$ cat config.mk
export PLATFORM = sky130hd
export DESIGN_NAME = dm_uart_dumper
export DESIGN_NICKNAME = d
export VERILOG_FILES = /design/src/rtl/dm_dump_pkg.sv /design/src/rtl/dm_uart_dumper_uart_tx.sv /design/src/rtl/dm_uart_dumper.sv
export SDC_FILE = /design/constraint.sdc
export NUM_CORES = 1
export LEC_CHECK = 0
export BUFFER_PORTS_ARGS = -buffer_cell sky130_fd_sc_hd__buf_2
export CAP_MARGIN = 20
export CORE_MARGIN = 3
export CORE_UTILIZATION = 50
export CTS_BUF_LIST = sky130_fd_sc_hd__clkbuf_8 sky130_fd_sc_hd__clkbuf_16
export DETAILED_ROUTE_END_ITERATION = 6
export PLACE_DENSITY = 0.73
export SYNTH_ARGS = -nofsm -noshare
export SYNTH_HDL_FRONTEND = slang
export SYNTH_SLANG_ARGS = --single-unit
$ cat constraint.sdc
create_clock -name clk -period 2.65 [get_ports clk]
set_input_delay 0.6625 -clock clk [delete_from_list [all_inputs] [get_ports clk]]
set_output_delay 0.6625 -clock clk [all_outputs]
set_load 0.05 [all_outputs]
$ cat src/rtl/dm_dump_pkg.sv
// Shared types and constants for the data-memory UART dumper.
// Latency: n/a (declarations only).
// Backpressure: n/a.
package dm_dump_pkg;

    // Top-level sweep/transmit sequencer states
    typedef enum logic [2:0] {
        ST_IDLE,
        ST_SEND_HDR,
        ST_SET_ADDR,
        ST_SAMPLE,
        ST_SEND_DATA,
        ST_SEND_SUM,
        ST_FINISH
    } dump_state_e;

    // Marker byte opening every dump frame
    localparam logic [7:0] HEADER_BYTE_DEF = 8'hA5;

    // 8N1 character framing
    localparam int unsigned DATA_BITS  = 8;
    localparam logic        START_BIT  = 1'b0;
    localparam logic        STOP_BIT   = 1'b1;
    localparam int unsigned FRAME_BITS = DATA_BITS + 2;

endpackage

$ cat src/rtl/dm_uart_dumper_uart_tx.sv
// 8N1 UART serialiser, LSB first, CLKS_PER_BIT clocks per bit.
// Latency: tx drives the start bit on the edge that samples tx_start.
// Backpressure: tx_start is ignored while tx_busy; tx_done marks the last stop-bit cycle.
module uart_tx
    import dm_dump_pkg::*;
#(
    parameter int unsigned CLKS_PER_BIT = 868
) (
    input  logic                 clk,
    input  logic                 reset,
    input  logic                 tx_start,
    input  logic [DATA_BITS-1:0] tx_data,
    output logic                 tx,
    output logic                 tx_busy,
    output logic                 tx_done
);

    localparam int unsigned       BAUD_W        = $clog2(CLKS_PER_BIT);
    localparam logic [BAUD_W-1:0] BAUD_LAST     = BAUD_W'(CLKS_PER_BIT - 1);
    // Bit slot index: 0 = start, 1..8 = data, 9 = stop
    localparam logic [3:0]        BIT_LAST      = 4'(FRAME_BITS - 1);
    localparam logic [3:0]        BIT_LAST_DATA = 4'(FRAME_BITS - 2);

    logic                 busy_q,  busy_d;
    logic [3:0]           bit_q,   bit_d;
    logic [BAUD_W-1:0]    baud_q,  baud_d;
    logic [DATA_BITS-1:0] shreg_q, shreg_d;
    logic                 tx_q,    tx_d;

    // Next-state: load on start, then step through bit slots every CLKS_PER_BIT clocks
    always_comb begin
        busy_d  = busy_q;
        bit_d   = bit_q;
        baud_d  = baud_q;
        shreg_d = shreg_q;
        tx_d    = tx_q;
        if (!busy_q) begin
            if (tx_start) begin
                busy_d  = 1'b1;
                bit_d   = 4'd0;
                baud_d  = '0;
                shreg_d = tx_data;
                tx_d    = START_BIT;
            end
        end else if (baud_q != BAUD_LAST) begin
            baud_d = baud_q + 1'b1;
        end else begin
            baud_d = '0;
            if (bit_q == BIT_LAST) begin
                busy_d = 1'b0;
            end else begin
                bit_d = bit_q + 4'd1;
                if (bit_q == BIT_LAST_DATA) begin
                    tx_d = STOP_BIT;
                end else begin
                    tx_d    = shreg_q[0];
                    shreg_d = shreg_q >> 1;
                end
            end
        end
    end

    // State registers; line idles high out of reset
    always_ff @(posedge clk) begin
        if (reset) begin
            busy_q  <= 1'b0;
            bit_q   <= 4'd0;
            baud_q  <= '0;
            shreg_q <= '0;
            tx_q    <= STOP_BIT;
        end else begin
            busy_q  <= busy_d;
            bit_q   <= bit_d;
            baud_q  <= baud_d;
            shreg_q <= shreg_d;
            tx_q    <= tx_d;
        end
    end

    assign tx      = tx_q;
    assign tx_busy = busy_q;
    assign tx_done = busy_q && (bit_q == BIT_LAST) && (baud_q == BAUD_LAST);

endmodule

$ cat src/rtl/dm_uart_dumper.sv
// Sweeps the data-memory debug port and streams header, every word and a checksum over UART.
// Latency: start sampled at edge N gives the header start bit at edge N+2.
// Backpressure: start is dropped unless idle; each byte waits for the serialiser's tx_done.
module dm_uart_dumper
    import dm_dump_pkg::*;
#(
    parameter int unsigned DM_ADDR_W    = 4,
    parameter int unsigned DM_DATA_W    = 8,   // must match the UART byte width
    parameter int unsigned CLKS_PER_BIT = 868,
    parameter logic [7:0]  HEADER_BYTE  = HEADER_BYTE_DEF
) (
    input  logic                 clk,
    input  logic                 reset,
    input  logic                 start,
    output logic [DM_ADDR_W-1:0] addr_on_dm,
    input  logic [DM_DATA_W-1:0] data_on_dm,
    output logic                 tx,
    output logic                 busy,
    output logic                 done
);

    localparam logic [DM_ADDR_W-1:0] ADDR_LAST = '1;

    dump_state_e          state_q, state_d;
    logic [DM_ADDR_W-1:0] addr_q,  addr_d;
    logic [DM_DATA_W-1:0] sum_q,   sum_d;
    logic [DM_DATA_W-1:0] byte_q,  byte_d;
    logic                 busy_q,  busy_d;
    logic                 done_q,  done_d;
    logic                 pend_q,  pend_d;   // start accepted, header launch next cycle

    logic                 tx_start;
    logic [DM_DATA_W-1:0] tx_data;
    logic                 utx_busy;
    logic                 utx_done;

    uart_tx #(
        .CLKS_PER_BIT (CLKS_PER_BIT)
    ) u_uart_tx (
        .clk      (clk),
        .reset    (reset),
        .tx_start (tx_start),
        .tx_data  (tx_data),
        .tx       (tx),
        .tx_busy  (utx_busy),
        .tx_done  (utx_done)
    );

    // Sequencer: next state, address/checksum updates and serialiser launch
    always_comb begin
        state_d  = state_q;
        addr_d   = addr_q;
        sum_d    = sum_q;
        byte_d   = byte_q;
        busy_d   = busy_q;
        done_d   = 1'b0;
        pend_d   = 1'b0;
        tx_start = 1'b0;
        tx_data  = byte_q;
        case (state_q)
            ST_IDLE: begin
                if (pend_q) begin
                    state_d = ST_SEND_HDR;
                end else if (start) begin
                    pend_d = 1'b1;
                    busy_d = 1'b1;
                end
            end
            ST_SEND_HDR: begin
                tx_data  = HEADER_BYTE;
                tx_start = !utx_busy;
                if (utx_done) begin
                    state_d = ST_SET_ADDR;
                    addr_d  = '0;
                end
            end
            // Address held one cycle so the combinational read settles
            ST_SET_ADDR: state_d = ST_SAMPLE;
            ST_SAMPLE: begin
                byte_d  = data_on_dm;
                sum_d   = sum_q + data_on_dm;
                state_d = ST_SEND_DATA;
            end
            ST_SEND_DATA: begin
                tx_start = !utx_busy;
                if (utx_done) begin
                    if (addr_q == ADDR_LAST) begin
                        state_d = ST_SEND_SUM;
                    end else begin
                        addr_d  = addr_q + 1'b1;
                        state_d = ST_SET_ADDR;
                    end
                end
            end
            ST_SEND_SUM: begin
                tx_data  = sum_q;
                tx_start = !utx_busy;
                if (utx_done) begin
                    state_d = ST_FINISH;
                    busy_d  = 1'b0;
                    done_d  = 1'b1;
                    addr_d  = '0;
                    sum_d   = '0;
                end
            end
            ST_FINISH: state_d = ST_IDLE;
            default:   state_d = ST_IDLE;
        endcase
    end

    // Sequencer registers; reset abandons any frame in flight
    always_ff @(posedge clk) begin
        if (reset) begin
            state_q <= ST_IDLE;
            addr_q  <= '0;
            sum_q   <= '0;
            byte_q  <= '0;
            busy_q  <= 1'b0;
            done_q  <= 1'b0;
            pend_q  <= 1'b0;
        end else begin
            state_q <= state_d;
            addr_q  <= addr_d;
            sum_q   <= sum_d;
            byte_q  <= byte_d;
            busy_q  <= busy_d;
            done_q  <= done_d;
            pend_q  <= pend_d;
        end
    end

    assign addr_on_dm = addr_q;
    assign busy       = busy_q;
    assign done       = done_q;

endmodule
==> results of run 1 <==
worst register-to-register path, delay by kind of cell, from the launching register on:
family                     cells  cell delay, ps
and+or+nand+nor                4            1610
AOI/OAI and AO/OA              1             150
DFF                            1             380
adders and majority gates      1             210
kinds of logic (layout without fill, tap and decap cells):
family	count (synthesis)	after routing	synth area share, %
simple gates	136	136	26.5
compound gates	92	92	22.3
flops	50	50	37.3
buf+inv	25	37	4.06
fa+ha+maj	13	13	6.34
mux	6	6	2.24
xor+xnor	4	4	1.31
cells in the mapped netlist, types with 3 or more instances:
master,count,area share [%]
a211oi_2,3,1.4
a21oi_1,39,7.3
nor4_1,3,0.70
nor3_1,10,1.9
nand3_1,9,1.7
nand2_1,34,4.8
mux2i_1,6,2.2
a21o_1,3,0.84
nor2b_1,4,0.93
nand2b_1,4,0.93
clkbuf_1,14,2.0
a22o_1,5,1.6
buf_2,3,0.56
nor2_1,41,5.7
inv_1,6,0.84
a311oi_1,4,1.3
a211oi_1,4,1.1
and4b_1,4,1.5
ha_1,12,5.6
o21ai_0,15,2.8
nand3b_1,4,1.1
dfxtp_1,50,37
and3_1,3,0.70
nor3b_1,7,2.0
power groups by stage:
stage / clock (mW) / combinational, mW / sequential [mW]
after floorplan: 0 / 0.170 / 0.815
after global placement: 0 / 0.225 / 0.806
after detailed placement: 0 / 0.230 / 0.807
after CTS: 0.569 / 0.231 / 0.790
after global routing: 0.603 / 0.259 / 0.794
final: 0.554 / 0.229 / 0.790
worst paths after layout:
check / slack [ps] / startpoint / cells after the start / to
min: 460 / byte_q[3]$_SDFFE_PP0N_ / 2 / byte_q[3]$_SDFFE_PP0N_
max reg2reg: 220 / u_uart_tx.baud_q[0]$_SDFFE_PP0P_ / 6 / addr_on_dm[1]$_SDFFE_PP0P_
max: 220 / u_uart_tx.baud_q[0]$_SDFFE_PP0P_ / 6 / addr_on_dm[1]$_SDFFE_PP0P_
min reg2reg: 460 / byte_q[3]$_SDFFE_PP0N_ / 2 / byte_q[3]$_SDFFE_PP0N_
layer usage:
layer | wire length [microns] | track usage [%]
met5 | 0 | 0
met4 | 91 | 7.90
met3 | 231 | 3.40
met2 | 2630 | 32.6
met1 | 2740 | 27.4
registers in the layout (all words and copies together) (netlist names):
name and count:
pend_q 1, u_uart_tx.baud_q 10, u_uart_tx.tx_busy 1, addr_on_dm 4, u_uart_tx.tx 1, state_q 3
u_uart_tx.shreg_q 8, done 1, u_uart_tx.bit_q 4, busy 1, sum_q 8, byte_q 8
through the flow:
stage | instances | power, mW | cell area, sq um
floorplan | 326 | 0.984 | 2680
global placement | 400 | 1.03 | 2820
detailed placement | 400 | 1.04 | 2820
CTS | 408 | 1.59 | 2930
global route | 408 | 1.66 | 2930
finish | 408 | 1.57 | 2930
placed cells by master (no fill, tap or decap), types with 4 or more instances in the layout:
master	n
a211oi_1	4
a21oi_1	39
a22o_1	5
a311oi_1	4
and4b_1	4
buf_2	17
buf_4	6
clkbuf_8	5
dfxtp_1	50
ha_1	12
inv_1	6
mux2i_1	6
nand2_1	34
nand2b_1	4
nand3_1	9
nand3b_1	4
nor2_1	41
nor2b_1	4
nor3_1	10
nor3b_1	7
o21ai_0	15
layout make-up:
| class | instances | area [sq um] |
|---|---|---|
| flip-flops and latches | 50 | 1000 |
| multi-input cells | 251 | 1570 |
| clock inverters | 3 | 43.8 |
| repair buffers | 23 | 130 |
| inverters | 6 | 22.5 |
| fillers | 511 | 2210 |
| clock buffers | 5 | 68.8 |
| well taps | 70 | 87.6 |
==> summary.md, run 1 <==
| Metric | Value |
|---|---|
| CTS H-tree depth | 2 |
| Nets | 361 |
| CP Max Fanout | 6 |
| Number of I/O pins | 18 |
| TritonCTS clock tree | yes |
| Critical Path RT | 2900 ps |
| DRC violations left | 0 |
| Share of cells above drive strength 1 | 12.7% |
| Worst Path Buf+Inv | 0 |
| Fin crit share | 91.6% |
| Netlist area before placement | 2680 sq um |
| Finished Core Util | 57.0% |
| Gpl congestion | 0.804 |
| Leakage | 1.10 nW |
| Switching Share | 27.8% |
| Number of DRC markers in iteration 0 | 205 |
| Clock share of power | 35.2% |
| Hold Buf Count CTS | 0 |
| Hold slack | 462 ps |
| Worst path cell trace | ha_1 -> or4b_1 -> nor4_4 -> nand3b_1 -> or3b_1 -> a21oi_1 |
| Ys flop type | dfxtp_1 |
| Via Count | 2351 |
| Critical Path Max Stage Delay | 580 ps |
| Mapped Cells | 326 |
| Global-route total usage across every layer | 20.4% |
| Die W | 79.3 microns |
| Count of input and output buffers | 17 |
| DRT Wirelength | 5700 microns |
| CTS clock-pin slew for the worst setup and hold paths | 100 ps |
| Post-synthesis cell type count | 55 |
| Final min period | 2430 ps |
| Antenna Nets Post-Route | 0 |
| Setup violators final | 0 |
| Total grt overflow | 0 |
| Antenna diode instance count | 0 |
| Largest net degree at the start of global routing | 45 |
| Worst Hold Class | flop to flop |
| Sequential area share after synthesis | 37.3% |
| Die ar. | 6280 sq um |
| Sequential share of power | 50.2% |
| Initial antenna violation count | 0 |
| Longest Clk Path Bufs | 2 |
| Clock Latency Late Sink | 320 ps |
| Post-CTS Setup Bufs | 0 |
| F_max | 412 MHz |
| Cell Pwr Density | 537 nW/um^2 |
| Pins Over Slew Limit | 0 |
| Arrival @ worst endpoint | 2670 ps |
| CP Launch Type | flop |
| Worst slack at placement | 285 ps |
| CP endpoint kind | flop |
| Number of enable flip-flop cells after synthesis | 0 |
| Via density | 5.76 |
| YS warnings | 0 |
| Syn avg cell area | 8.23 sq um |
| Final worst slack | 224 ps |
| Critical path class | flop to flop |
| Top Family by Delay on Critical Path | simple AND/OR/NAND/NOR gates |
| Clk_skew | 10.0 ps |
| Post_cts resized | 0 |
| Initial Util | 52.2% |
| Max Cap Viol | 0 |
| RSZ-0062 raised after global routing | no |
| Gate power share | 14.6% |
| CTS Root Cell | clkbuf_8 |
| Status | completed |
| Yosys reg bits | 50 |
| Row count | 26 |
| Worst vdd ir | 0.000381 V |
| Post-Syn Nets | 350 |
| Slew headroom | 40.1% |
| DR WL/cell | 14.0 microns |
| Pre-antenna DRT Iters | 4 |
| Die extent in y | 79.3 microns |
| CP max stage cell | or4b_1 |
| Fin Setup TNS | 0 ps |
| NetSw | 0.437 mW |
| Hold Vio Cnt, Final | 0 |
| Num CTS Buffers | 5 |
| Core area | 5140 sq um |
| # clock sinks | 50 |
| Worst Tran Pin Value | 892 ps |
| First-pass GRT wire length | 10300 microns |
| P_int | 1.14 mW |
| Area growth from synthesis to layout | 9.09% |
| DPL Wire Length | 4080 microns |
| Vias in the first global route | 2307 |
| Async SR Flop Fraction | 0% |
Power figures use the tool's default switching activity.
==> run 2: changes to the inputs <==
--- a/config.mk
+++ b/config.mk
@@ -8,10 +8,10 @@
 export BUFFER_PORTS_ARGS = -buffer_cell sky130_fd_sc_hd__buf_2
 export CAP_MARGIN = 20
 export CORE_MARGIN = 3
-export CORE_UTILIZATION = 50
+export CORE_UTILIZATION = 40
 export CTS_BUF_LIST = sky130_fd_sc_hd__clkbuf_8 sky130_fd_sc_hd__clkbuf_16
 export DETAILED_ROUTE_END_ITERATION = 6
-export PLACE_DENSITY = 0.73
+export PLACE_DENSITY = 0.62
 export SYNTH_ARGS = -nofsm -noshare
 export SYNTH_HDL_FRONTEND = slang
 export SYNTH_SLANG_ARGS = --single-unit
==> summary.md, run 2 (synthesized netlist as in run 1, its figures left out) <==
| Metric | Value |
|---|---|
| Status | completed |
| Die ar. | 7730 sq um (+23%) |
| Core area | 6420 sq um (+25%) |
| Max FFs per register | 10 (unchanged) |
| CTS Root Cell | clkbuf_8 |
| Hold slack | 464 ps (+1.91 ps) |
| DPL Wire Length | 4170 microns (+2.2%) |
| Pins Over Slew Limit | 0 (unchanged) |
| Number of DRC markers in iteration 0 | 97 (-53%) |
| GR met2 Demand/Resource | 26.5% (-6.1 points) |
| TritonCTS clock tree | yes |
| Worst Hold Class | flop to flop |
| Pre-antenna DRT Iters | 4 (unchanged) |
| Worst vdd ir | 0.000311 V (-18%) |
| Final cell count without fillers | 417 (+2.2%) |
| Nets | 363 (+0.55%) |
| Power Total | 1.55 mW (-1.2%) |
| Arrival @ worst endpoint | 2540 ps (-130 ps) |
| Global-route total usage across every layer | 16.3% (-4.1 points) |
| Via Count | 2341 (-0.43%) |
| Fin Setup TNS | 0 ps (unchanged) |
| F_max | 423 MHz (+2.6%) |
| M1 GR Usage | 21.9% (-5.5 points) |
| Largest net degree at the start of global routing | 45 (unchanged) |
| Count of input and output buffers | 17 (unchanged) |
| Hold Vio Cnt, Final | 0 (unchanged) |
| Critical path class | flop to flop |
| Leakage | 1.12 nW (+1.2%) |
| Worst hold start | byte_q[4]$_SDFFE_PP0N_ |
| Share of cells above drive strength 1 | 12.6% (-0.075 points) |
| Via density | 5.61 (-2.6%) |
| Post_cts resized | 0 (unchanged) |
| Hold path depth | 2 (unchanged) |
| Hold Buf Count CTS | 0 (unchanged) |
| # clock sinks | 50 (unchanged) |
| Worst Hold End | byte_q[4]$_SDFFE_PP0N_ |
| Row count | 29 (+12%) |
| End of the worst register-to-register path | u_uart_tx.shreg_q[6]$_SDFFE_PP0P_ |
| Vias in the first global route | 2173 (-5.8%) |
| Critical Path RT | 2830 ps (-70 ps) |
| CP Launch Type | flop |
| Reg2Reg Depth | 7 (+1) |
| Antenna diode instance count | 0 (unchanged) |
| DRC violations left | 0 (unchanged) |
| Number of I/O pins | 18 (unchanged) |
| Clk_skew | 9.42 ps (-0.617 ps) |
| CP endpoint kind | flop |
| CTS H-tree depth | 2 (unchanged) |
| Num CTS Buffers | 5 (unchanged) |
| Final min period | 2370 ps (-60.7 ps) |
| Die extent in y | 87.9 microns (+11%) |
| Slew headroom | 31.8% (-8.3 points) |
| Area growth from synthesis to layout | 9.74% |
| Setup violators final | 0 (unchanged) |
| Antenna Nets Post-Route | 0 (unchanged) |
| Max Cap Viol | 0 (unchanged) |
| Global Route met3 Usage | 4.14% (+0.74 points) |
| Die W | 87.9 microns (+11%) |
| Initial Util | 41.8% (-10 points) |
| RSZ-0062 raised after global routing | no |
| Clock Latency Late Sink | 300 ps (-20 ps) |
| Worst slack at placement | 306 ps (+20.7 ps) |
| DR WL/cell | 13.9 microns (-0.17%) |
| Initial antenna violation count | 0 (unchanged) |
| Biggest register | u_uart_tx.baud_q |
| Gpl congestion | 0.803 (-0.15%) |
| Final worst slack | 284 ps (+60.7 ps) |
| Longest Clk Path Bufs | 2 (unchanged) |
| Placed cells | 409 (+2.3%) |
| Total grt overflow | 0 (unchanged) |
| Reg2Reg Launch Point | u_uart_tx.baud_q[0]$_SDFFE_PP0P_ |
| Commonest cells after routing, fill and taps aside | dfxtp_1 (50), nor2_1 (41), a21oi_1 (39) |
| GRT Max-Usage Layer | met2 |
| Reg2Reg Setup Slack | 280 ps (+60 ps) |
| First-pass GRT wire length | 10200 microns (-1.7%) |
| Post-CTS Setup Bufs | 0 (unchanged) |
| Worst Tran Pin Value | 1020 ps (+124 ps) |
| CP Max Fanout | 11 (+5) |
| Leading cell type in the layout, fill and taps excluded | dfxtp_1 |
| Fin crit share | 89.3% (-2.3 points) |
| DRT Wirelength | 5810 microns (+2.0%) |
| Cell Pwr Density | 528 nW/um^2 (-1.8%) |
| CTS clock-pin slew for the worst setup and hold paths | 90 ps (about the same) |
-- run 2: cell types whose count changed in the layout (fill, tap and decap cells not counted), sizes merged --
cell / previous run / this run
clkinv: 1 / 0
inv: 7 / 8
buf: 23 / 25
-- run 2: how the worst max path moves through the flow --
stage	startpoint	to	slack (ps)
finish	u_uart_tx.baud_q[0]$_SDFFE_PP0P_	u_uart_tx.shreg_q[6]$_SDFFE_PP0P_	280
global route	u_uart_tx.baud_q[0]$_SDFFE_PP0P_	u_uart_tx.shreg_q[6]$_SDFFE_PP0P_	130
CTS	u_uart_tx.baud_q[0]$_SDFFE_PP0P_	u_uart_tx.shreg_q[1]$_SDFFE_PP0P_	280
detailed placement	u_uart_tx.baud_q[0]$_SDFFE_PP0P_	u_uart_tx.shreg_q[3]$_SDFFE_PP0P_	310
global placement	u_uart_tx.baud_q[0]$_SDFFE_PP0P_	u_uart_tx.shreg_q[6]$_SDFFE_PP0P_	370
floorplan	u_uart_tx.baud_q[0]$_SDFFE_PP0P_	u_uart_tx.shreg_q[1]$_SDFFE_PP0P_	490
-- run 2: per-layer routing --
layer | part of all wire [%] | wire [microns]
met5 | 0 | 0
met4 | 0.84 | 49
met3 | 3.4 | 197
met2 | 46 | 2670
met1 | 50 | 2890
-- run 2: area by class of cell --
cell class | instances | area, sq um
Clock buffer | 5 | 68.8
Clock inverter | 3 | 37.5
Fill cell | 654 | 3480
Inverter | 6 | 22.5
Multi-Input combinational cell | 251 | 1570
Sequential cell | 50 | 1000
Tap cell | 77 | 96.3
Timing Repair Buffer | 25 | 145
-- run 2: power breakdown --
group	switching (mW)	internal, mW
Combinational	0.151	0.0843
Sequential	0.0165	0.772
Clock	0.255	0.275
Total	0.422	1.13
-- run 2: metrics by stage --
| step | util, % | instance area, sq um |
|---|---|---|
| finish | 45.9 | 2950 |
| global route | 45.9 | 2950 |
| CTS | 45.9 | 2950 |
| detailed placement | 44.2 | 2840 |
| global placement | 44.2 | 2840 |
| floorplan | - | 2680 |
-- run 2: worst max-delay path: stages (launching register included) --
cell	delay [ps]
dfxtp_1	380
ha_1	210
or4b_1	590
o31a_1	410
nor3_2	180
buf_4	220
mux2i_1	200
nor2_1	50
==> run 3: changes to the inputs <==
--- a/config.mk
+++ b/config.mk
@@ -11,7 +11,8 @@
 export CORE_UTILIZATION = 40
 export CTS_BUF_LIST = sky130_fd_sc_hd__clkbuf_8 sky130_fd_sc_hd__clkbuf_16
 export DETAILED_ROUTE_END_ITERATION = 6
-export PLACE_DENSITY = 0.62
+export GPL_TIMING_DRIVEN = 0
+export SKIP_LAST_GASP = 1
 export SYNTH_ARGS = -nofsm -noshare
 export SYNTH_HDL_FRONTEND = slang
 export SYNTH_SLANG_ARGS = --single-unit
==> summary.md, run 3 (synthesized netlist as in run 1, its figures left out) <==
| Metric | Value |
|---|---|
| Post-CTS Setup Bufs | 0 (unchanged) |
| Num CTS Buffers | 5 (unchanged) |
| Number of I/O pins | 18 (unchanged) |
| Critical path class | flop to flop |
| DRC violations left | 0 (unchanged) |
| Vias in the first global route | 2298 (+5.8%) |
| Biggest register | u_uart_tx.baud_q |
| Final worst slack | 239 ps (-45.3 ps) |
| Final min period | 2410 ps (+45.3 ps) |
| Share of cells above drive strength 1 | 11.4% (-1.2 points) |
| Arrival @ worst endpoint | 2580 ps (+40 ps) |
| Hold Buf Count CTS | 0 (unchanged) |
| Leading cell type in the layout, fill and taps excluded | dfxtp_1 |
| Fill cells | 659 (+0.76%) |
| Fin crit share | 91.0% (+1.7 points) |
| Via Count | 2368 (+1.2%) |
| Nets | 374 (+3.0%) |
| Cell Pwr Density | 495 nW/um^2 (-6.1%) |
| Worst slack at placement | 285 ps (-20.7 ps) |
| Die W | 87.9 microns (unchanged) |
| CP Launch Type | flop |
| Antenna diode instance count | 0 (unchanged) |
| Core area | 6420 sq um (unchanged) |
| CTS clock-pin slew for the worst setup and hold paths | 90 ps (about the same) |
| Max Cap Viol | 0 (unchanged) |
| Finished Core Util | 45.9% (unchanged) |
| DR WL/cell | 14.5 microns (+4.4%) |
| Pre-antenna DRT Iters | 4 (unchanged) |
| Initial Util | 41.8% (unchanged) |
| Total grt overflow | 0 (unchanged) |
| Die extent in y | 87.9 microns (unchanged) |
| # clock sinks | 50 (unchanged) |
| Via density | 5.55 (-1.2%) |
| Hold Vio Cnt, Final | 0 (unchanged) |
| DRT Wirelength | 6210 microns (+6.9%) |
| Gpl congestion | 0.806 (+0.41%) |
| Longest Clk Path Bufs | 2 (unchanged) |
| Area growth from synthesis to layout | 9.74% (unchanged) |
| Number of DRC markers in iteration 0 | 83 (-14%) |
| Largest net degree at the start of global routing | 15 (-67%) |
| Count of input and output buffers | 16 (-1) |
| Post_cts resized | 0 (unchanged) |
| Power Total | 1.46 mW (-6.1%) |
| Slew headroom | 58.7% (+27 points) |
| Max FFs per register | 10 (unchanged) |
| Die ar. | 7730 sq um (unchanged) |
| Fin Setup TNS | 0 ps (unchanged) |
| CP endpoint kind | flop |
| First-pass GRT wire length | 10800 microns (+5.8%) |
| Clock Latency Late Sink | 310 ps (about the same) |
| CP Max Fanout | 10 (-1) |
| Setup violators final | 0 (unchanged) |
| Worst Hold Class | flop to flop |
| Clk_skew | 15.9 ps (+6.49 ps) |
| F_max | 415 MHz (-1.9%) |
| Commonest cells after routing, fill and taps aside | dfxtp_1 (50), nor2_1 (41), a21oi_1 (39) |
| Worst vdd ir | 0.000303 V (-2.4%) |
| Row count | 29 (unchanged) |
| CTS Root Cell | clkbuf_8 |
| Leakage | 1.10 nW (-1.7%) |
| TritonCTS clock tree | yes |
| Pins Over Slew Limit | 0 (unchanged) |
| CTS H-tree depth | 2 (unchanged) |
| Critical Path RT | 2820 ps (about the same) |
| Worst Tran Pin Value | 618 ps (-399 ps) |
| Global-route total usage across every layer | 17.5% (+1.2 points) |
| DPL Wire Length | 4520 microns (+8.3%) |
| RSZ-0062 raised after global routing | no |
| Initial antenna violation count | 0 (unchanged) |
| Antenna Nets Post-Route | 0 (unchanged) |
| Status | completed |
[run 3: cell count changes in the layout (fill, tap and decap cells not counted), sizes merged]
cell,delta
clkbuf,+15
bufinv,-1
inv,-1
clkinvlp,+1
buf,-4
[run 3: metal layers]
layer | vias to the layer above | part of all wire (%) | GRT usage, %
li1 | 1220 | - | -
met1 | 1110 | 51 | 24.7
met2 | 29 | 45 | 26.8
met3 | 9 | 3.0 | 3.20
met4 | 0 | 1.5 | 6.00
met5 | - | 0 | 0
[run 3: final timing paths]
path | from | to | slack [ps] | depth (start not counted)
worst min-delay path | byte_q[7]$_SDFFE_PP0N_ | byte_q[7]$_SDFFE_PP0N_ | 460 | 2
worst min register to register | byte_q[7]$_SDFFE_PP0N_ | byte_q[7]$_SDFFE_PP0N_ | 460 | 2
worst max-delay path | u_uart_tx.baud_q[0]$_SDFFE_PP0P_ | u_uart_tx.shreg_q[4]$_SDFFE_PP0P_ | 240 | 8
worst max register to register | u_uart_tx.baud_q[0]$_SDFFE_PP0P_ | u_uart_tx.shreg_q[4]$_SDFFE_PP0P_ | 240 | 8
[run 3: critical path, stage by stage (launching register included)]
cell and delay, ps:
dfxtp_1 390, ha_1 220, or4b_1 430, buf_2 180, o31a_1 370, nor3_2 250, buf_6 190, mux2i_1 200
nor2_1 50
[run 3: through the flow]
step / instances / instance area (sq um) / hold slack [ps]
after floorplan: 326 / 2680 / 437
after global routing: 427 / 2950 / 485
after detailed placement: 419 / 2860 / 450
final: 427 / 2950 / 463
after CTS: 426 / 2940 / 463
after global placement: 419 / 2860 / 444
[run 3: report_power, final]
group | switching (mW) | internal, mW
sequential | 0.0116 | 0.772
clock | 0.248 | 0.178
combinational | 0.165 | 0.0841
[run 3: final cells by class]
class / count / area [sq um] / area share [%]
Tap cell: 77 / 96.3 / 3.27
Sequential cell: 50 / 1000 / 34.0
Clock buffer: 5 / 68.8 / 2.34
Timing Repair Buffer: 17 / 85.1 / 2.89
Inverter: 6 / 22.5 / 0.765
Clock inverter: 2 / 11.3 / 0.382
Buffer: 19 / 86.3 / 2.93
Multi-Input combinational cell: 251 / 1570 / 53.4
